$ cat src/rtl/dem_switch_tree.sv
// dem_switch_tree
//   Pipelined dynamic-element-matching encoder. A quantizer count is split
//   down a binary tree of switching nodes, one register stage per layer, into
//   a 2^WIDTH-bit unit-element enable vector for a unary DAC. A 16-bit
//   Fibonacci LFSR supplies the pseudorandom switching bits. Supported modes
//   are thermometer, random and first-order noise-shaped.
//
// Ports
//   clk_i    : clock
//   reset_i  : asynchronous active-high reset
//   valid_i  : input sample valid
//   x_in_i   : quantizer count, legal 0..2^WIDTH (larger values are clamped)
//   mode_i   : 00 thermometer, 01 random, 10 noise-shaped, 11 random
//   valid_o  : output sample valid, WIDTH cycles after valid_i
//   elem_o   : unit-element enables, one bit per element
//   ovr_o    : this sample was out of range and was clamped
//   sum_o    : number of enabled elements (equals the clamped count)
module dem_switch_tree #(
  parameter int          WIDTH     = 4,
  parameter logic [15:0] LFSR_SEED = 16'hACE1
) (
  input  logic               clk_i,
  input  logic               reset_i,
  input  logic               valid_i,
  input  logic [WIDTH:0]     x_in_i,
  input  logic [1:0]         mode_i,
  output logic               valid_o,
  output logic [2**WIDTH-1:0] elem_o,
  output logic               ovr_o,
  output logic [WIDTH:0]     sum_o
);

  localparam int NE = 2**WIDTH;   // unit elements
  localparam int NN = NE - 1;     // switching nodes
  localparam logic [WIDTH:0] XMAX = {1'b1, {WIDTH{1'b0}}};

  // Input clamp
  logic           w_ovr_in;
  logic [WIDTH:0] w_xc;

  assign w_ovr_in = (x_in_i > XMAX);
  assign w_xc     = w_ovr_in ? XMAX : x_in_i;

  // PN source: x^16+x^14+x^13+x^11+1, steps once per valid input sample.
  logic [15:0]   r_lfsr;
  logic          w_fb;
  logic [NN-1:0] w_pn0;

  assign w_fb = r_lfsr[0] ^ r_lfsr[2] ^ r_lfsr[3] ^ r_lfsr[5];

  always_ff @(posedge clk_i or posedge reset_i) begin
    if (reset_i) begin
      r_lfsr <= LFSR_SEED;
    end else if (valid_i) begin
      r_lfsr <= {w_fb, r_lfsr[15:1]};
    end
  end

  // Node j (breadth-first) takes bit j mod 16 of the LFSR state seen by its
  // sample. The per-node bits are captured at entry and carried down the
  // pipeline; each layer strips off the bits it consumes.
  for (genvar j = 0; j < NN; j++) begin : g_pn
    assign w_pn0[j] = r_lfsr[j % 16];
  end

  // Tree layers. Layer n has 2^n nodes whose inputs are at most 2^(WIDTH-n)
  // and whose outputs are at most 2^(WIDTH-n-1). Child 2i is the lower and
  // child 2i+1 the upper output of node i, so leaf position equals element
  // index with upper children on higher indices.
  for (genvar n = 0; n < WIDTH; n++) begin : g_layer
    localparam int NI = 2**n;              // nodes in this layer
    localparam int IW = WIDTH - n + 1;     // input value width
    localparam int OW = WIDTH - n;         // output value width
    localparam int PW = NE - NI;           // pn bits entering this layer
    localparam int RW = PW - NI;           // pn bits passed to the next layer
    localparam logic [IW-1:0] HALF_I = IW'(2**(WIDTH-n-1));
    localparam logic [OW-1:0] HALF_O = OW'(2**(WIDTH-n-1));

    logic                   w_v;
    logic                   w_ovr;
    logic [1:0]             w_m;
    logic [WIDTH:0]         w_sum;
    logic [NI-1:0][IW-1:0]  w_xin;
    logic [PW-1:0]          w_pn;

    logic [2*NI-1:0][OW-1:0] w_val;
    logic [NI-1:0]           w_ns;

    logic                    r_vld;
    logic                    r_ovr;
    logic [WIDTH:0]          r_sum;
    logic [2*NI-1:0][OW-1:0] r_val;
    logic [NI-1:0]           r_ns;   // noise-shaping node states

    if (n == 0) begin : g_src
      assign w_v   = valid_i;
      assign w_ovr = w_ovr_in;
      assign w_m   = mode_i;
      assign w_sum = w_xc;
      assign w_xin = w_xc;
      assign w_pn  = w_pn0;
    end else begin : g_src
      assign w_v   = g_layer[n-1].r_vld;
      assign w_ovr = g_layer[n-1].r_ovr;
      assign w_m   = g_layer[n-1].g_fwd.r_mode;
      assign w_sum = g_layer[n-1].r_sum;
      assign w_xin = g_layer[n-1].r_val;
      assign w_pn  = g_layer[n-1].g_fwd.r_pn;
    end

    for (genvar i = 0; i < NI; i++) begin : g_node
      logic [IW-1:0] w_x;
      logic [OW-1:0] w_up;
      logic [OW-1:0] w_lo;
      logic          w_odd;
      logic          w_plus;

      assign w_x    = w_xin[i];
      assign w_odd  = w_x[0];
      assign w_plus = (w_m == 2'b10) ? ~r_ns[i] : w_pn[i];

      // Thermometer fills the upper child to capacity first, giving a
      // contiguous run of MSBs. The other modes split evenly and put the odd
      // unit on the side chosen by s: upper = floor(x/2) + (odd & s=+1).
      always_comb begin
        w_up = '0;
        if (w_m == 2'b00) begin
          w_up = (w_x > HALF_I) ? HALF_O : w_x[OW-1:0];
        end else begin
          w_up = w_x[IW-1:1] + OW'(w_odd & w_plus);
        end
      end

      // Both children fit in OW bits, so the modular subtraction is exact.
      assign w_lo = w_x[OW-1:0] - w_up;

      assign w_val[2*i]   = w_lo;
      assign w_val[2*i+1] = w_up;
      assign w_ns[i]      = ((w_m == 2'b10) && w_odd) ? ~r_ns[i] : r_ns[i];
    end

    // Bubbles shift the valid bit but leave data and node state untouched.
    always_ff @(posedge clk_i or posedge reset_i) begin
      if (reset_i) begin
        r_vld <= 1'b0;
        r_ovr <= 1'b0;
        r_sum <= '0;
        r_val <= '0;
        r_ns  <= '0;
      end else begin
        r_vld <= w_v;
        if (w_v) begin
          r_ovr <= w_ovr;
          r_sum <= w_sum;
          r_val <= w_val;
          r_ns  <= w_ns;
        end
      end
    end

    if (n < WIDTH-1) begin : g_fwd
      logic [1:0]    r_mode;
      logic [RW-1:0] r_pn;

      always_ff @(posedge clk_i or posedge reset_i) begin
        if (reset_i) begin
          r_mode <= '0;
          r_pn   <= '0;
        end else if (w_v) begin
          r_mode <= w_m;
          r_pn   <= w_pn[PW-1:NI];
        end
      end
    end
  end

  assign valid_o = g_layer[WIDTH-1].r_vld;
  assign elem_o  = g_layer[WIDTH-1].r_val;
  assign ovr_o   = g_layer[WIDTH-1].r_ovr;
  assign sum_o   = g_layer[WIDTH-1].r_sum;

endmodule
$ cat config.mk
export PLATFORM = sky130hd
export DESIGN_NAME = dem_switch_tree
export DESIGN_NICKNAME = d
export VERILOG_FILES = /design/src/rtl/dem_switch_tree.sv
export SDC_FILE = /design/constraint.sdc
export NUM_CORES = 1
export LEC_CHECK = 0
export CAP_MARGIN = 5
export CORE_MARGIN = 3
export CORE_UTILIZATION = 60
export DETAILED_ROUTE_END_ITERATION = 8
export PLACE_DENSITY = 0.86
export SLEW_MARGIN = 10
export SYNTH_ARGS = -nofsm -noshare
export SYNTH_HDL_FRONTEND = slang
export SYNTH_SLANG_ARGS = --single-unit
$ cat constraint.sdc
create_clock -name clk_i -period 4.7 [get_ports clk_i]
set_input_delay 0.47 -clock clk_i [delete_from_list [all_inputs] [get_ports clk_i]]
set_output_delay 0.47 -clock clk_i [all_outputs]
set_load 0.02 [all_outputs]
==> reports/results.ini <==
[routing]
vias_per_cell=6.101
ant_nets=0
drt_wl_total_um=14910
drt_iter0_markers=301
vias=4911
routedWlPerCell_um=18.53
drc=0
detailedRoute.firstPassIterationCount=5

[grt]
track_usage_pct=24.36
grt_pass1_wl_um=24970
globalRouteOverflowTotal=0
antenna_found_initial=0
grt_max_degree=120
grt_pass1_vias=5081

[synth]
synthArstFlopShare_pct=100.0
netlist_area_um2=7009
synth_seq_cells=144
ys_dominant_reg_cell=dfrtp_1
yosysSeqAreaShare_pct=51.55
avgSynthCellArea_um2=11.23
syn-num-nets=655
synth.distinct_cells=57
yosys_warnings=0
synth_edf_count=0
syn_inst=624

[timing]
setup_viol=0
relSlewSlack_pct=29.84
timing.fmax_mhz=329.1
report.final.hold_viol_count=0
rsz0062_at_grt=no
slew_viol_final=0
fin_crit_sh_pct=64.64
clock_skew_ps=6.965
tns_ps=0
tightest_slew_ps=1052
period_minus_slack_ps=3038
whs_ps=465.1

[pwr]
p_leak_nw=3.457
ir_drop_v=0.0003475
p_per_area_nw_per_um2=600.7

[clock_tree]
ctsResizeCount=0
clk_latency_ps=420
cts_root_buf=clkbuf_16
cts_tree=done
h-tree-depth=4
cts_buffers=17
post_cts_buffers=0
clk_path_buf_depth=2
clk_pin_slew_ps=60
cts.sinks=144
holdBufCountCts=0

[final_layout]
num_antenna_cells=0
fin_nets=683
area_growth_pct=13.71
drive_above_1_share_pct=19.40

[critical_path]
r2r_cells=10
crit_path_max_fanout=9
arrival_ps=3360
crit_path_start_kind=primary input
endpoint_kind=flop
critical_path_class=in2reg
required_ps=5020

[hold_path]
min_path_type=reg2reg
whs_path_depth=1

[die]
io_pins=33
die_y_um=114.1
die_area_um2=13020
start_util_pct=63.00
core_um2=11130
rows=38
dieWidth_um=114.1

[run]
maxCapViolCount=0

[place]
hpwlAfterDp_um=9710
place_congestion=0.8005
io_buffers=32

[outcome]
status=finished, final reports clean

## power by group
group	switching [mW]	total, mW	internal [mW]	leakage, nW
combinational	0.669	1.39	0.720	1.45
clock	0.510	1.29	0.783	0.265
sequential	0.430	2.10	1.67	1.74
total	1.61	4.79	3.18	3.46
## logic make-up after synthesis
kind of cell	count (synthesis)	synth area share (%)
adders and majority gates	21	4.070
muxes	78	12.46
DFF	144	51.55
buffers and inverters	64	4.070
AOI/OAI and AO/OA	143	14.42
xor gates and xnor gates	28	3.499
and+or+nand+nor	146	9.925
## stage by stage
stage / setup slack, ps / utilization, % / cells / cell area, µm² / total power, mW
finish: 1662 / 71.64 / 805 / 7970 / 4.787
global placement: 1554 / 66.49 / 773 / 7397 / 3.376
floorplan: 377.0 / - / 624 / 7009 / 3.002
CTS: 1703 / 71.64 / 805 / 7970 / 4.803
detailed placement: 1379 / 66.49 / 773 / 7397 / 3.478
global route: 1443 / 71.64 / 805 / 7970 / 5.060
## Yosys cell counts, drive strengths merged, types with 3 or more instances
| cell | n | area (µm²) |
|---|---|---|
| a31oi | 9 | 56.30 |
| nand2b | 19 | 118.9 |
| clkbuf | 10 | 37.54 |
| a211o | 4 | 35.03 |
| mux2i | 10 | 100.1 |
| xor2 | 3 | 26.28 |
| nand2 | 43 | 161.4 |
| nor2b | 6 | 37.54 |
| nand4 | 3 | 18.77 |
| nor3 | 9 | 45.04 |
| a21oi | 29 | 145.1 |
| buf | 18 | 112.6 |
| a22oi | 3 | 22.52 |
| or2 | 4 | 25.02 |
| xnor2 | 25 | 219.0 |
| fa | 3 | 60.06 |
| a21boi | 5 | 37.54 |
| o211ai | 6 | 55.05 |
| a22o | 6 | 52.55 |
| nand3b | 3 | 22.52 |
| inv | 35 | 131.4 |
| dfstp | 8 | 210.2 |
| o2bb2ai | 6 | 52.55 |
| ha | 18 | 225.2 |
| nor2 | 35 | 131.4 |
| a211oi | 11 | 92.58 |
| o21a | 4 | 30.03 |
| a31o | 3 | 26.28 |
| o41ai | 5 | 73.82 |
| mux2 | 68 | 773.2 |
| dfrtp | 136 | 3403 |
| o221ai | 3 | 26.28 |
| o21ai | 36 | 180.2 |
| o221a | 3 | 33.78 |
| or3 | 3 | 18.77 |
| nand3 | 16 | 80.08 |
## final cells by class
cell class / count / area [µm²]
Sequential cell: 144 / 3613
Fill cell: 748 / 3156
Multi-Input combinational cell: 416 / 3110
Clock buffer: 24 / 491.7
Timing Repair Buffer: 37 / 357.8
Tap cell: 140 / 175.2
Inverter: 36 / 140.1
Clock inverter: 8 / 81.33
## layout by cell type (no fill, tap or decap), types with 8 or more instances in the layout
| cell type | Yosys | final |
|---|---|---|
| nor3_1 | 9 | 9 |
| a21oi_1 | 29 | 29 |
| inv_1 | 35 | 34 |
| a211oi_1 | 9 | 9 |
| nand3_1 | 16 | 16 |
| clkdlybuf4s50_1 | 0 | 32 |
| mux2i_1 | 10 | 10 |
| dfrtp_1 | 136 | 136 |
| a31oi_1 | 9 | 9 |
| ha_1 | 18 | 18 |
| mux2_2 | 66 | 66 |
| xnor2_1 | 25 | 25 |
| nand2_1 | 43 | 43 |
| nor2_1 | 35 | 35 |
| dfstp_2 | 8 | 8 |
| nand2b_1 | 19 | 19 |
| clkbuf_16 | 0 | 17 |
| o21ai_0 | 36 | 36 |
## layer usage
metal / share of wire (%) / wire length [µm] / GRT usage, %
met1: 42 / 6200 / 29.70
met2: 52 / 7757 / 42.31
met3: 4.1 / 606 / 4.863
met4: 2.3 / 350 / 10.13
met5: 0 / 0 / 0
## critical path, stage by stage
cell	delay [ps]
clkdlybuf4s50_1	560
nand2b_1	360
nor2_1	170
ha_1	200
ha_1	170
inv_1	70
a31oi_1	200
a2bb2oi_1	270
ha_1	310
nor2_1	130
nor2_1	70
and3_1	160
o31ai_1	220
## final timing paths
check	end	from	slack, ps
setup / recovery	g_layer[1].g_node[0].w_x[3]	x_in_i[4]	1660
hold / removal	g_layer[0].r_ns	g_layer[0].r_ns	470
setup reg to reg	g_layer[3].g_node[4].w_x[1]	g_layer[1].g_fwd.r_mode[1]	1820
hold reg to reg	g_layer[0].r_ns	g_layer[0].r_ns	470
max in group asynchronous	r_lfsr[10]	reset_i	3000
min in group asynchronous	g_layer[2].g_node[0].w_x[0]	reset_i	690
## registers in the layout, indices dropped and copies added, names as in the netlist
| name | flops |
|---|---|
| g_layer.g_fwd.r_mode | 6 |
| ovr_o | 1 |
| g_layer.g_node.w_x | 36 |
| g_layer.r_sum | 15 |
| g_layer.g_fwd.r_pn | 27 |
| g_layer.r_vld | 3 |
| g_layer.r_ovr | 3 |
| elem_o | 16 |
| g_layer.r_ns | 15 |
| valid_o | 1 |
| sum_o | 5 |
| r_lfsr | 16 |
(Power assumes the default switching activity.)
==> edit: new RTL, same settings <==
Make the reset (`reset_i`) synchronous in 3 clocked blocks. Comments in the files are not updated.
--- a/src/rtl/dem_switch_tree.sv
+++ b/src/rtl/dem_switch_tree.sv
@@ -48,7 +48,7 @@
 
   assign w_fb = r_lfsr[0] ^ r_lfsr[2] ^ r_lfsr[3] ^ r_lfsr[5];
 
-  always_ff @(posedge clk_i or posedge reset_i) begin
+  always_ff @(posedge clk_i) begin
     if (reset_i) begin
       r_lfsr <= LFSR_SEED;
     end else if (valid_i) begin
@@ -140,7 +140,7 @@
     end
 
     // Bubbles shift the valid bit but leave data and node state untouched.
-    always_ff @(posedge clk_i or posedge reset_i) begin
+    always_ff @(posedge clk_i) begin
       if (reset_i) begin
         r_vld <= 1'b0;
         r_ovr <= 1'b0;
@@ -162,7 +162,7 @@
       logic [1:0]    r_mode;
       logic [RW-1:0] r_pn;
 
-      always_ff @(posedge clk_i or posedge reset_i) begin
+      always_ff @(posedge clk_i) begin
         if (reset_i) begin
           r_mode <= '0;
           r_pn   <= '0;
Function: changed (a bounded check fails within 10 cycles, from zero or initial values and one cycle with reset_i high; the reset may be asserted at any time).
==> edit against the original RTL <==
  * Design area decreased by 5.3%
  * Sequential cell count stayed put
  * Routed wire length fell by 1.5%
  * First-iteration DRC count rose by 0.66%
  * Via count rose by 9.4%
  * Critical path depth decreased by 3
  * Non-clock buffer count decreased by 3
  * Die area down 4.5%
  * Clock skew barely moved
  * Setup slack got worse by 0.074 ns
  * Area after synthesis down 4.8%
  * Largest cell class is now multi-input combinational cells
Power is not compared: it rests on default switching activity, and its combinational part moved more than twofold at a synthesized area within 25%.
==> edit: results (changes against the original RTL) <==
vias per cell = 5.98 (-2.0%)
DRT met1 WL = 6.20 mm (about the same)
first-pass GRT wire length = 24.5 mm (-1.8%)
Post-synth top cells = dfxtp_1 (144), nor2_1 (130), mux2i_1 (75)
met3 WL = 633 um (+4.5%)
Post-DP Area = 6950 um^2 (-6.0%)
Tot GR Track Use = 24.2% (-0.20 points)
Pre-antenna DRT Iters = 7 (+2)
# Taps = 136 (-2.9%)
total number of vias = 5375 (+9.4%)
clk_lat worst skew = 0.54 ns (+0.12 ns)
worst hold path type = input port to register
CTS Root Cell = clkbuf_8
post-synthesis cell type count = 46 (-19%)
clock buffer count = 20 (-17%)
FF/Latch Area = 2890 um^2 (-20%)
Multi-Input Combinational = 530 (+27%)
asr flop ratio synth = 0% (-100 points)
Inverters excl. clock = 23 (-36%)
H-tree depth = 4 (unchanged)
Max Fanout on Critical Path = 7 (-2)
DR WL met2 = 7.44 mm (-4.1%)
DRT Wirelength = 14.7 mm (-1.5%)
layout cells sized above 1 = 6.29% (-13 points)
post-synthesis sequential area ratio = 43.2% (-8.4 points)
CP max stage cell = or4_1
clk cell area share = 7.86% (+0.67 points)
run status = completed
number of fill cells in the layout = 755 (+0.94%)
# clock sinks = 144 (unchanged)
largest cells by area after synthesis = dfxtp_1 (43%), mux2i_1 (11%), nor2_1 (7.3%)
Largest stage delay, worst path = 0.53 ns (-0.03 ns)
bufs w/o clock = 34 (-8.1%)
Area Overhead vs Synth = 13.1%
syn nets = 778 (+19%)
pin count of the biggest net entering global routing = 59 (-51%)
clock skew = 0.00714 ns (+0.000177 ns)
gpl congestion = 0.828 (+3.5%)
NonClk Buf Share = 4.34% (-0.15 points)
fraction of area in multi-input gates = 46.2% (+7.1 points)
Cells after Synth = 746 (+20%)
dpl hpwl = 9.74 mm (+0.36%)
Inst Count DP = 867 (+12%)
drt initial violations = 303 (+0.66%)
Post-Place Worst Slack = 1.14 ns (-0.236 ns)
Relative slew margins = 22.9% (-7.0 points)
vias in the first global route = 5258 (+3.5%)
post-CTS setup buffer count = 0 (unchanged)
## edit: cell count changes in the layout (fill, tap and decap cells not counted), sizes merged, moves of 16 or more
cell,change
mux2i,+65
xor2,+17
dfrtp,-136
xnor2,-19
mux2,-68
nor2,+95
o21ai,-26
a211oi,+16
dfxtp,+144
## edit: power groups by stage
stage | Combinational [W] | Sequential, W | Clock (W)
2_1_floorplan | 0.000193 | 0.00133 | 0
3_3_place_gp | 0.000225 | 0.00135 | 0
3_5_place_dp | 0.000239 | 0.00136 | 0
4_1_cts | 0.000241 | 0.00133 | 0.00136
5_1_grt | 0.000269 | 0.00134 | 0.00141
6_report | 0.000242 | 0.00133 | 0.00134
## edit: final timing paths
kind	slack (ns)	to	from	cells past startpoint
max	1.59	g_layer[2].g_node[0].w_x[2]$_SDFFE_PP0P_	g_layer[0].g_fwd.r_mode[1]$_SDFFE_PP0P_	10
min	0.36	g_layer[1].g_fwd.r_pn[4]$_SDFFE_PP0P_	reset_i	2
max reg2reg	1.59	g_layer[2].g_node[0].w_x[2]$_SDFFE_PP0P_	g_layer[0].g_fwd.r_mode[1]$_SDFFE_PP0P_	10
min reg2reg	0.47	r_lfsr[10]$_SDFFE_PP1P_	r_lfsr[11]$_SDFFE_PP1P_	2
## edit: logic make-up (layout without fill, tap and decap cells)
family / Yosys count / count (layout) / share of synthesized area (%)
muxes: 75 / 75 / 11.2
buffers and inverters: 72 / 89 / 4.63
xor gates and xnor gates: 26 / 26 / 3.41
and+or+nand+nor: 286 / 286 / 20.4
DFF: 144 / 144 / 43.2
AOI/OAI and AO/OA: 121 / 121 / 12.7
adders and majority gates: 22 / 22 / 4.46
## edit: layer usage
layer / GRT usage, % / vias up
li1: - / 2605
met1: 27.8 / 2589
met2: 41.9 / 146
met3: 5.22 / 35
met4: 12.9 / 0
met5: 0 / -
